$ cat config.mk
export PLATFORM = sky130hd
export DESIGN_NAME = t08_lcd_bus_rx
export DESIGN_NICKNAME = d
export VERILOG_FILES = /design/src/rtl/t08_lcd_bus_rx.sv
export SDC_FILE = /design/constraint.sdc
export NUM_CORES = 1
export LEC_CHECK = 0
export BUFFER_PORTS_ARGS = -buffer_cell sky130_fd_sc_hd__buf_2
export CAP_MARGIN = 30
export CELL_PAD_IN_SITES_DETAIL_PLACEMENT = 1
export CELL_PAD_IN_SITES_GLOBAL_PLACEMENT = 1
export CORE_MARGIN = 5
export CORE_UTILIZATION = 30
export DETAILED_ROUTE_END_ITERATION = 10
export PLACE_DENSITY = 0.67
export SYNTH_ARGS = -nofsm -noshare
export SYNTH_HDL_FRONTEND = slang
export SYNTH_SLANG_ARGS = --single-unit
$ cat constraint.sdc
create_clock -name clk -period 3.03 [get_ports clk]
set_clock_uncertainty 0.1 [all_clocks]
set_input_delay 0.1515 -clock clk [delete_from_list [all_inputs] [get_ports clk]]
set_output_delay 0.1515 -clock clk [all_outputs]
set_load 0.1 [all_outputs]
$ cat src/rtl/t08_lcd_bus_rx.sv
// Panel-side receiver for an 8080-style 8-bit LCD write bus: decodes commands/parameters,
// tracks the CASET/PASET address window and assembles memory-write bytes into RGB565 pixels.
// Latency: every pulse output is registered, one cycle after the wrx rising-edge cycle.
// Backpressure: none; the bus has no ready, so every strobe with csx low is accepted.
// Ports: clk/nrst; bus_data, csx, dcx, wrx, rdx (rdx unused) in; cmd/param/pixel pulse+data,
// address window, display_on, sleeping, colmod, madctl out.
module t08_lcd_bus_rx #(
  parameter int unsigned X_MAX = 239,
  parameter int unsigned Y_MAX = 319
) (
  input  logic        clk,
  input  logic        nrst,
  input  logic [7:0]  bus_data,
  input  logic        csx,
  input  logic        dcx,
  input  logic        wrx,
  input  logic        rdx,
  output logic        cmd_valid,
  output logic [7:0]  cmd,
  output logic        param_valid,
  output logic [7:0]  param_byte,
  output logic [3:0]  param_idx,
  output logic        pixel_valid,
  output logic [15:0] pixel,
  output logic [8:0]  pix_x,
  output logic [8:0]  pix_y,
  output logic [8:0]  col_start,
  output logic [8:0]  col_end,
  output logic [8:0]  page_start,
  output logic [8:0]  page_end,
  output logic        display_on,
  output logic        sleeping,
  output logic [7:0]  colmod,
  output logic [7:0]  madctl
);

  localparam logic [8:0] X_LIM = 9'(X_MAX);
  localparam logic [8:0] Y_LIM = 9'(Y_MAX);

  typedef enum logic [1:0] {
    ST_IDLE,
    ST_CMD,
    ST_MEMWR_HI,
    ST_MEMWR_LO
  } state_e;

  // Read strobe is part of the bus but has no function on the write path.
  logic unused_rdx;
  assign unused_rdx = rdx;

  state_e      state_q, state_d;
  logic        wrx_q, csx_q;
  logic [3:0]  cnt_q, cnt_d;          // index of the next parameter byte
  logic [23:0] shadow_q, shadow_d;    // SC hi, SC lo, EC hi of a pending window update
  logic [7:0]  held_q, held_d;        // high pixel byte waiting for its partner
  logic [8:0]  cur_x_q, cur_x_d, cur_y_q, cur_y_d;

  logic        cmd_valid_q, cmd_valid_d, param_valid_q, param_valid_d;
  logic        pixel_valid_q, pixel_valid_d;
  logic [7:0]  cmd_q, cmd_d, param_byte_q, param_byte_d;
  logic [3:0]  param_idx_q, param_idx_d;
  logic [15:0] pixel_q, pixel_d;
  logic [8:0]  pix_x_q, pix_x_d, pix_y_q, pix_y_d;
  logic [8:0]  col_start_q, col_start_d, col_end_q, col_end_d;
  logic [8:0]  page_start_q, page_start_d, page_end_q, page_end_d;
  logic        display_on_q, display_on_d, sleeping_q, sleeping_d;
  logic [7:0]  colmod_q, colmod_d, madctl_q, madctl_d;

  logic take, csx_rise;
  assign take     = wrx && !wrx_q && !csx;
  assign csx_rise = csx && !csx_q;

  // Window coordinates arrive as 16-bit values; keep the low 9 bits, then clamp to the panel.
  function automatic logic [8:0] clamp9(input logic [7:0] hi, input logic [7:0] lo,
                                        input logic [8:0] lim);
    logic [8:0] v;
    v = {hi[0], lo};
    return (v > lim) ? lim : v;
  endfunction

  always_comb begin
    state_d       = state_q;
    cnt_d         = cnt_q;
    shadow_d      = shadow_q;
    held_d        = held_q;
    cur_x_d       = cur_x_q;
    cur_y_d       = cur_y_q;
    cmd_valid_d   = 1'b0;
    param_valid_d = 1'b0;
    pixel_valid_d = 1'b0;
    cmd_d         = cmd_q;
    param_byte_d  = param_byte_q;
    param_idx_d   = param_idx_q;
    pixel_d       = pixel_q;
    pix_x_d       = pix_x_q;
    pix_y_d       = pix_y_q;
    col_start_d   = col_start_q;
    col_end_d     = col_end_q;
    page_start_d  = page_start_q;
    page_end_d    = page_end_q;
    display_on_d  = display_on_q;
    sleeping_d    = sleeping_q;
    colmod_d      = colmod_q;
    madctl_d      = madctl_q;

    // Going to IDLE is enough to drop a held pixel byte: it is only used from MEMWR_LO.
    if (csx_rise) begin
      state_d = ST_IDLE;
    end else if (take) begin
      if (!dcx) begin
        cmd_valid_d = 1'b1;
        cmd_d       = bus_data;
        param_idx_d = 4'd0;
        cnt_d       = 4'd0;
        state_d     = ST_CMD;
        case (bus_data)
          8'h01: begin
            col_start_d  = 9'd0;
            col_end_d    = X_LIM;
            page_start_d = 9'd0;
            page_end_d   = Y_LIM;
            display_on_d = 1'b0;
            sleeping_d   = 1'b1;
            colmod_d     = 8'h66;
            madctl_d     = 8'h00;
          end
          8'h10: sleeping_d   = 1'b1;
          8'h11: sleeping_d   = 1'b0;
          8'h28: display_on_d = 1'b0;
          8'h29: display_on_d = 1'b1;
          8'h2C: begin
            state_d = ST_MEMWR_HI;
            cur_x_d = col_start_q;
            cur_y_d = page_start_q;
          end
          default: ;
        endcase
      end else begin
        case (state_q)
          ST_CMD: begin
            param_valid_d = 1'b1;
            param_byte_d  = bus_data;
            param_idx_d   = cnt_q;
            if (cnt_q != 4'd15) cnt_d = cnt_q + 4'd1;
            if (cmd_q == 8'h2A || cmd_q == 8'h2B) begin
              case (cnt_q)
                4'd0: shadow_d[23:16] = bus_data;
                4'd1: shadow_d[15:8]  = bus_data;
                4'd2: shadow_d[7:0]   = bus_data;
                4'd3: begin
                  if (cmd_q == 8'h2A) begin
                    col_start_d = clamp9(shadow_q[23:16], shadow_q[15:8], X_LIM);
                    col_end_d   = clamp9(shadow_q[7:0], bus_data, X_LIM);
                  end else begin
                    page_start_d = clamp9(shadow_q[23:16], shadow_q[15:8], Y_LIM);
                    page_end_d   = clamp9(shadow_q[7:0], bus_data, Y_LIM);
                  end
                end
                default: ;
              endcase
            end
            if (cnt_q == 4'd0 && cmd_q == 8'h3A) colmod_d = bus_data;
            if (cnt_q == 4'd0 && cmd_q == 8'h36) madctl_d = bus_data;
          end
          ST_MEMWR_HI: begin
            held_d  = bus_data;
            state_d = ST_MEMWR_LO;
          end
          ST_MEMWR_LO: begin
            pixel_valid_d = 1'b1;
            pixel_d       = {held_q, bus_data};
            pix_x_d       = cur_x_q;
            pix_y_d       = cur_y_q;
            state_d       = ST_MEMWR_HI;
            // X_MAX/Y_MAX also terminate a row/column so an inverted window still wraps.
            if (cur_x_q == col_end_q || cur_x_q == X_LIM) begin
              cur_x_d = col_start_q;
              if (cur_y_q == page_end_q || cur_y_q == Y_LIM) cur_y_d = page_start_q;
              else                                           cur_y_d = cur_y_q + 9'd1;
            end else begin
              cur_x_d = cur_x_q + 9'd1;
            end
          end
          default: ;  // parameter bytes in IDLE are dropped
        endcase
      end
    end
  end

  always_ff @(posedge clk or negedge nrst) begin
    if (!nrst) begin
      state_q       <= ST_IDLE;
      wrx_q         <= 1'b1;
      csx_q         <= 1'b1;
      cnt_q         <= 4'd0;
      shadow_q      <= 24'd0;
      held_q        <= 8'd0;
      cur_x_q       <= 9'd0;
      cur_y_q       <= 9'd0;
      cmd_valid_q   <= 1'b0;
      param_valid_q <= 1'b0;
      pixel_valid_q <= 1'b0;
      cmd_q         <= 8'd0;
      param_byte_q  <= 8'd0;
      param_idx_q   <= 4'd0;
      pixel_q       <= 16'd0;
      pix_x_q       <= 9'd0;
      pix_y_q       <= 9'd0;
      col_start_q   <= 9'd0;
      col_end_q     <= X_LIM;
      page_start_q  <= 9'd0;
      page_end_q    <= Y_LIM;
      display_on_q  <= 1'b0;
      sleeping_q    <= 1'b1;
      colmod_q      <= 8'h66;
      madctl_q      <= 8'h00;
    end else begin
      state_q       <= state_d;
      wrx_q         <= wrx;
      csx_q         <= csx;
      cnt_q         <= cnt_d;
      shadow_q      <= shadow_d;
      held_q        <= held_d;
      cur_x_q       <= cur_x_d;
      cur_y_q       <= cur_y_d;
      cmd_valid_q   <= cmd_valid_d;
      param_valid_q <= param_valid_d;
      pixel_valid_q <= pixel_valid_d;
      cmd_q         <= cmd_d;
      param_byte_q  <= param_byte_d;
      param_idx_q   <= param_idx_d;
      pixel_q       <= pixel_d;
      pix_x_q       <= pix_x_d;
      pix_y_q       <= pix_y_d;
      col_start_q   <= col_start_d;
      col_end_q     <= col_end_d;
      page_start_q  <= page_start_d;
      page_end_q    <= page_end_d;
      display_on_q  <= display_on_d;
      sleeping_q    <= sleeping_d;
      colmod_q      <= colmod_d;
      madctl_q      <= madctl_d;
    end
  end

  assign cmd_valid   = cmd_valid_q;
  assign cmd         = cmd_q;
  assign param_valid = param_valid_q;
  assign param_byte  = param_byte_q;
  assign param_idx   = param_idx_q;
  assign pixel_valid = pixel_valid_q;
  assign pixel       = pixel_q;
  assign pix_x       = pix_x_q;
  assign pix_y       = pix_y_q;
  assign col_start   = col_start_q;
  assign col_end     = col_end_q;
  assign page_start  = page_start_q;
  assign page_end    = page_end_q;
  assign display_on  = display_on_q;
  assign sleeping    = sleeping_q;
  assign colmod      = colmod_q;
  assign madctl      = madctl_q;

endmodule

==> out/results.ini, run 1 <==
[power]
p_sw_uw=2280
p_per_area_nw_per_um2=730
p_leak_uw=0.00431
comb_power_share=0.241
swShare=0.358
pwr-share-clk=0.386
seqPwrFrac=0.373
ir_drop_uv=396
finalPower_uw=6350
p_int_uw=4080

[timing]
timing.setup.tns_ns=0
setup_violations=0
period_share=0.838
drv_slew=0
fmax_mhz=394
worst_pin_slew_ns=0.874
grt_setup_unrepaired=no
finalHoldViolations=0
period_minus_slack_ns=2.54
max_slew_margin=0.417
worst_slack_ns=0.491

[cells_and_area]
area_delta_synth_final_pct=23.7
seq_area_um2=3910
multi_input_area_um2=2870
drive_above_1_share=0.353
nNetsFinal=775
fin_cells=1087
layout_commonest_cell=dfrtp_1
antennaDiodeCount=0
mostFrequentLayoutCells=dfrtp_1 (134), buf_2 (122), nand2_1 (79)
num-fill-cells=2632
post-route-util=0.374

[global_route]
track_usage=0.159
grt_first_pass_wirelength_um=32800
gr-total-overflow=0
grt_pass1_vias=5583
grt_antenna_before_repair=0
grt_start_max_net_pins=90

[min_path]
hp-class=in2reg

[status]
outcome=finished, final reports clean

[clock_tree]
htreeDepth=4
cts_sinks=155
tritoncts=yes
ctsResizeCount=0
path_clk_slew_ns=0.07
clk_latency_ns=0.43
clk_path_buf_depth=2
root_buffer=clkbuf_16
numCtsBuffers=17

[drt]
via_per_inst=4.84
dr_total_vias=5263
totalWireLength_um=20700
postRouteAntennaNets=0
drt_first_pass_iters=4
drt-initial-drc-count=285
routedWlPerCell_um=19.1
drc=0

[floorplan]
die-height_um=163
dieWidth_um=163
start_util=0.302
core_um2=23300
die_area_um2=26600
rows=56
io_pins=125

[placed_design]
place.gp.congestion=0.788
dpl_worst_slack_ns=0.506
dp_cells=1049
port_buffers=123
dp_hpwl_um=14600

[logic_synthesis]
yosys_warnings=0
async_reset_ff_frac=1.00
yosysSeqAreaShare=0.555
syn_area_um2=7030
synth_edf_count=0
synth_nets=653
netlist_instances=633
synth.avg_cell_area_um2=11.1
synth_cell_type_count=67
ys_seq_elements=155
synth_ff_type=dfrtp_1

[run]
cap_violations=0

[worst_setup_path]
arrival_ns=2.78
crit_fanout=36
critPathCaptureType=register
cp-start-kind=input port
critical_path.slowest_cell=dlygate4sd3_1
cp_cell_sequence=dlygate4sd3_1 -> buf_2 -> nor3b_2 -> and4_2 -> buf_4 -> nand2b_1 -> a21oi_1 -> a21oi_1
cp_common_cell=a21oi_1
cp.required_ns=3.27
worstSetupPathType=in2reg
max_stage_delay_ns=0.56
rrSetupSlack_ns=0.50

==> worst paths after layout <==
check,start,to,depth (start not counted)
max in group asynchronous,nrst,col_end[0],3
worst max register to register,cnt_q[0],colmod[4],7
worst min register to register,col_end[3],col_end[3],2
worst min-delay path,bus_data[5],param_byte[5],3
worst max-delay path,csx,cur_x_q[6],8
min in group asynchronous,nrst,pixel[1],2
==> sequential cells by signal (all words and copies together), names as in the netlist, 9 cells and up <==
| register | flops |
|---|---|
| pixel | 16 |
| shadow_q | 10 |
| col_end | 9 |
| col_start | 9 |
| cur_x_q | 9 |
| cur_y_q | 9 |
| page_end | 9 |
| page_start | 9 |
| pix_x | 9 |
| pix_y | 9 |
==> metrics by stage <==
stage | cell area [µm²] | hold WS (ns)
finish | 8700 | 0.00627
floorplan | 7030 | -0.244
global placement | 7970 | 0.174
detailed placement | 7970 | 0.182
global route | 8700 | 0.00688
CTS | 8690 | 0.00178
==> cells in the mapped netlist, drive strengths merged (6+ instances only) <==
cell    count  area share
dfrtp     134        0.48
nand2      79       0.042
mux2       67        0.11
nor2       47       0.027
o21ai      47       0.033
a21oi      28       0.024
dfstp      21       0.078
nand3      21       0.015
clkbuf     19       0.010
inv        19       0.010
xor2       18       0.022
buf        17       0.016
a31oi      10      0.0098
mux2i      10       0.014
and2        7      0.0062
and3        7      0.0062
nand2b      7      0.0062
nor4        7      0.0071
ha          6       0.011
nand4       6      0.0062
nor2b       6      0.0053
==> cell families (layout without fill, tap and decap cells) <==
family | after synthesis | in the layout | synth area share
compound gates | 107 | 107 | 0.0956
xor+xnor | 20 | 20 | 0.0249
fa+ha+maj | 6 | 6 | 0.0107
buf+inv | 55 | 190 | 0.0361
flops | 155 | 155 | 0.555
mux | 77 | 77 | 0.124
simple gates | 213 | 213 | 0.154
==> critical path, delay by kind of cell <==
| family | cells | cell delay, ns |
|---|---|---|
| buffers and inverters | 3 | 1.16 |
| and+or+nand+nor | 3 | 1.15 |
| AOI/OAI and AO/OA | 2 | 0.30 |
==> area by class of cell <==
type	instances	share of cell area
clock buffers	21	0.0518
clock inverters	11	0.0250
inverters	19	0.00820
multi-input cells	423	0.330
flip-flops and latches	155	0.449
well taps	319	0.0459
repair buffers	139	0.0899
==> repair_timing <==
action	in CTS	in global routing
buffers inserted	0	0
endpoints found under the hold margin	84	1
hold buffers	5	1
==> power by group through the flow <==
stage	sequential [µW]	clock, µW	combinational [µW]
after global routing	2400	2580	1610
after global placement	2410	0	1530
after CTS	2370	2500	1550
final	2370	2450	1530
after detailed placement	2410	0	1540
after floorplan	3320	0	302
==> per-layer routing <==
| layer | up-vias | GRT usage | share of wire |
|---|---|---|---|
| met5 | - | 0 | 0 |
| met1 | 2703 | 0.213 | 0.46 |
| met2 | 107 | 0.262 | 0.49 |
| li1 | 2440 | - | - |
| met4 | 0 | 0.0362 | 0.0090 |
| met3 | 13 | 0.0401 | 0.044 |
No activity file was read; power rests on OpenSTA's default activity.
==> run 2, diff against run 1 <==
Settings changed: PLACE_DENSITY 0.67 to 0.69.
Clock period 3.03 ns to 2.2 ns, I/O delays scaled along.
==> out/results.ini, run 2 (synthesis gave the netlist of run 1 again) <==
[status]
outcome=finished, violations left
violations=negative setup slack

[worst_setup_path]
crit_fanout=6  ; -83%
critPathCaptureType=register
arrival_ns=2.50  ; -0.28 ns
rrSetupSlack_ns=-0.09  ; -0.59 ns
cp.required_ns=2.41  ; -0.86 ns
worstSetupPathType=reg2reg
cp-start-kind=register

[timing]
worst_pin_slew_ns=0.516  ; -0.358 ns
fmax_mhz=436
whs_ns=0.0203  ; +0.0141 ns
drv_slew=0  ; unchanged
max_slew_margin=0.652  ; +0.235
setup_violations=11  ; +11
period_share=1.04
finalHoldViolations=0  ; unchanged
worst_slack_ns=-0.0937  ; -0.584 ns
grt_setup_unrepaired=yes
period_minus_slack_ns=2.29

[floorplan]
die-height_um=163  ; unchanged
die_area_um2=26600  ; unchanged
dieWidth_um=163  ; unchanged
core_um2=23300  ; unchanged
start_util=0.302  ; unchanged
io_pins=125  ; unchanged
rows=56  ; unchanged

[placed_design]
place.gp.congestion=0.831  ; +5.4%
port_buffers=123  ; unchanged
dp_hpwl_um=16100  ; +10%

[drt]
drt-initial-drc-count=266  ; -6.7%
via_per_inst=4.84  ; about the same
highest_layer=met4
wl_met2_um=10800  ; +6.5%
drt_first_pass_iters=4  ; unchanged
dr_total_vias=5574  ; +5.9%
drc=0  ; unchanged
postRouteAntennaNets=0  ; unchanged
routedWlPerCell_um=19.3  ; +1.1%
totalWireLength_um=22200  ; +7.1%
wl_met3_um=793  ; -13%
wl_met1_um=10300  ; +9.0%

[power]
p_per_area_nw_per_um2=904  ; +24%
finalPower_uw=8430  ; +33%
p_leak_uw=0.00461  ; +7.2%
ir_drop_uv=706  ; +78%

[cells_and_area]
nNetsFinal=841  ; +8.5%
antennaDiodeCount=0  ; unchanged
largest_reg_flops=16  ; unchanged
drive_above_1_share=0.441  ; +0.0877
num-fill-cells=2649  ; +0.65%
layout_commonest_cell=buf_2
mostFrequentLayoutCells=buf_2 (122), dfrtp_1 (121), nand2_1 (77)
area_delta_synth_final_pct=32.7

[clock_tree]
path_clk_slew_ns=0.06  ; about the same
clk_latency_ns=0.43  ; about the same
numCtsBuffers=17  ; unchanged
tritoncts=yes
cts_sinks=155  ; unchanged
htreeDepth=4  ; unchanged
root_buffer=clkbuf_16
clk_path_buf_depth=2  ; unchanged

[global_route]
track_usage=0.172  ; +0.0124
gr-total-overflow=0  ; unchanged
grt_start_max_net_pins=53  ; -41%
grt_first_pass_wirelength_um=35400  ; +8.0%
grt_antenna_before_repair=0  ; unchanged
grt_pass1_vias=6022  ; +7.9%

[min_path]
hp-class=in2reg

[run]
cap_violations=0  ; unchanged

run 2: final timing paths:
kind	cells after the start	startpoint	end
hold reg to reg	2	colmod[2]	colmod[2]
setup / recovery	7	cnt_q[0]	colmod[4]
min in group asynchronous	2	nrst	param_byte[2]
hold / removal	2	bus_data[7]	held_q[7]
setup reg to reg	7	cnt_q[0]	colmod[4]
max in group asynchronous	3	nrst	page_end[8]
run 2: timing repair:
| item | in CTS | in global routing |
|---|---|---|
| gates cloned | 0 | 0 |
| hold buffers | 10 | 0 |
| setup endpoints to repair | 24 | 69 |
| gates resized for setup | 18 | 15 |
| pin swaps | 8 | 11 |
| buffers inserted | 5 | 5 |
| hold endpoints to repair | 154 | 0 |
run 2: cell type report:
cell class / instances / area (µm²) / share of cell area
flip-flops and latches: 155 / 3970 / 0.425
multi-input cells: 423 / 3000 / 0.322
repair buffers: 205 / 1340 / 0.144
clock buffers: 24 / 482 / 0.0516
well taps: 319 / 399 / 0.0428
inverters: 19 / 71.3 / 0.00764
clock inverters: 7 / 68.8 / 0.00737
run 2: worst max-delay path, cell delays in order (launching register included):
cell and delay [ns]:
dfrtp_1 0.39, inv_2 0.09, ha_4 0.14, nand3_2 0.06, or3_4 0.37, or3b_4 0.40, a21oi_4 0.29, mux2_4 0.33
run 2: power by group:
group,internal [µW],switching (µW)
Combinational,489,1830
Sequential,3120,181
Clock,1640,1170
run 2: routing by layer:
metal / vias to the layer above / global-route usage
met2: 115 / 0.283
met1: 2861 / 0.234
met3: 22 / 0.0346
li1: 2576 / -
met4: 0 / 0.0431
met5: - / 0
run 2: per-stage QoR:
stage / cells / setup TNS, ns / util / setup WS, ns / cell area, µm²
2_1_floorplan: 633 / -2.53 / - / -0.199 / 7130
3_3_place_gp: 1101 / -0.683 / 0.364 / -0.0652 / 8470
3_5_place_dp: 1101 / -2.21 / 0.364 / -0.153 / 8470
4_1_cts: 1147 / -1.22 / 0.397 / -0.136 / 9250
5_1_grt: 1152 / -2.71 / 0.401 / -0.170 / 9330
6_report: 1152 / -0.719 / 0.401 / -0.0937 / 9330
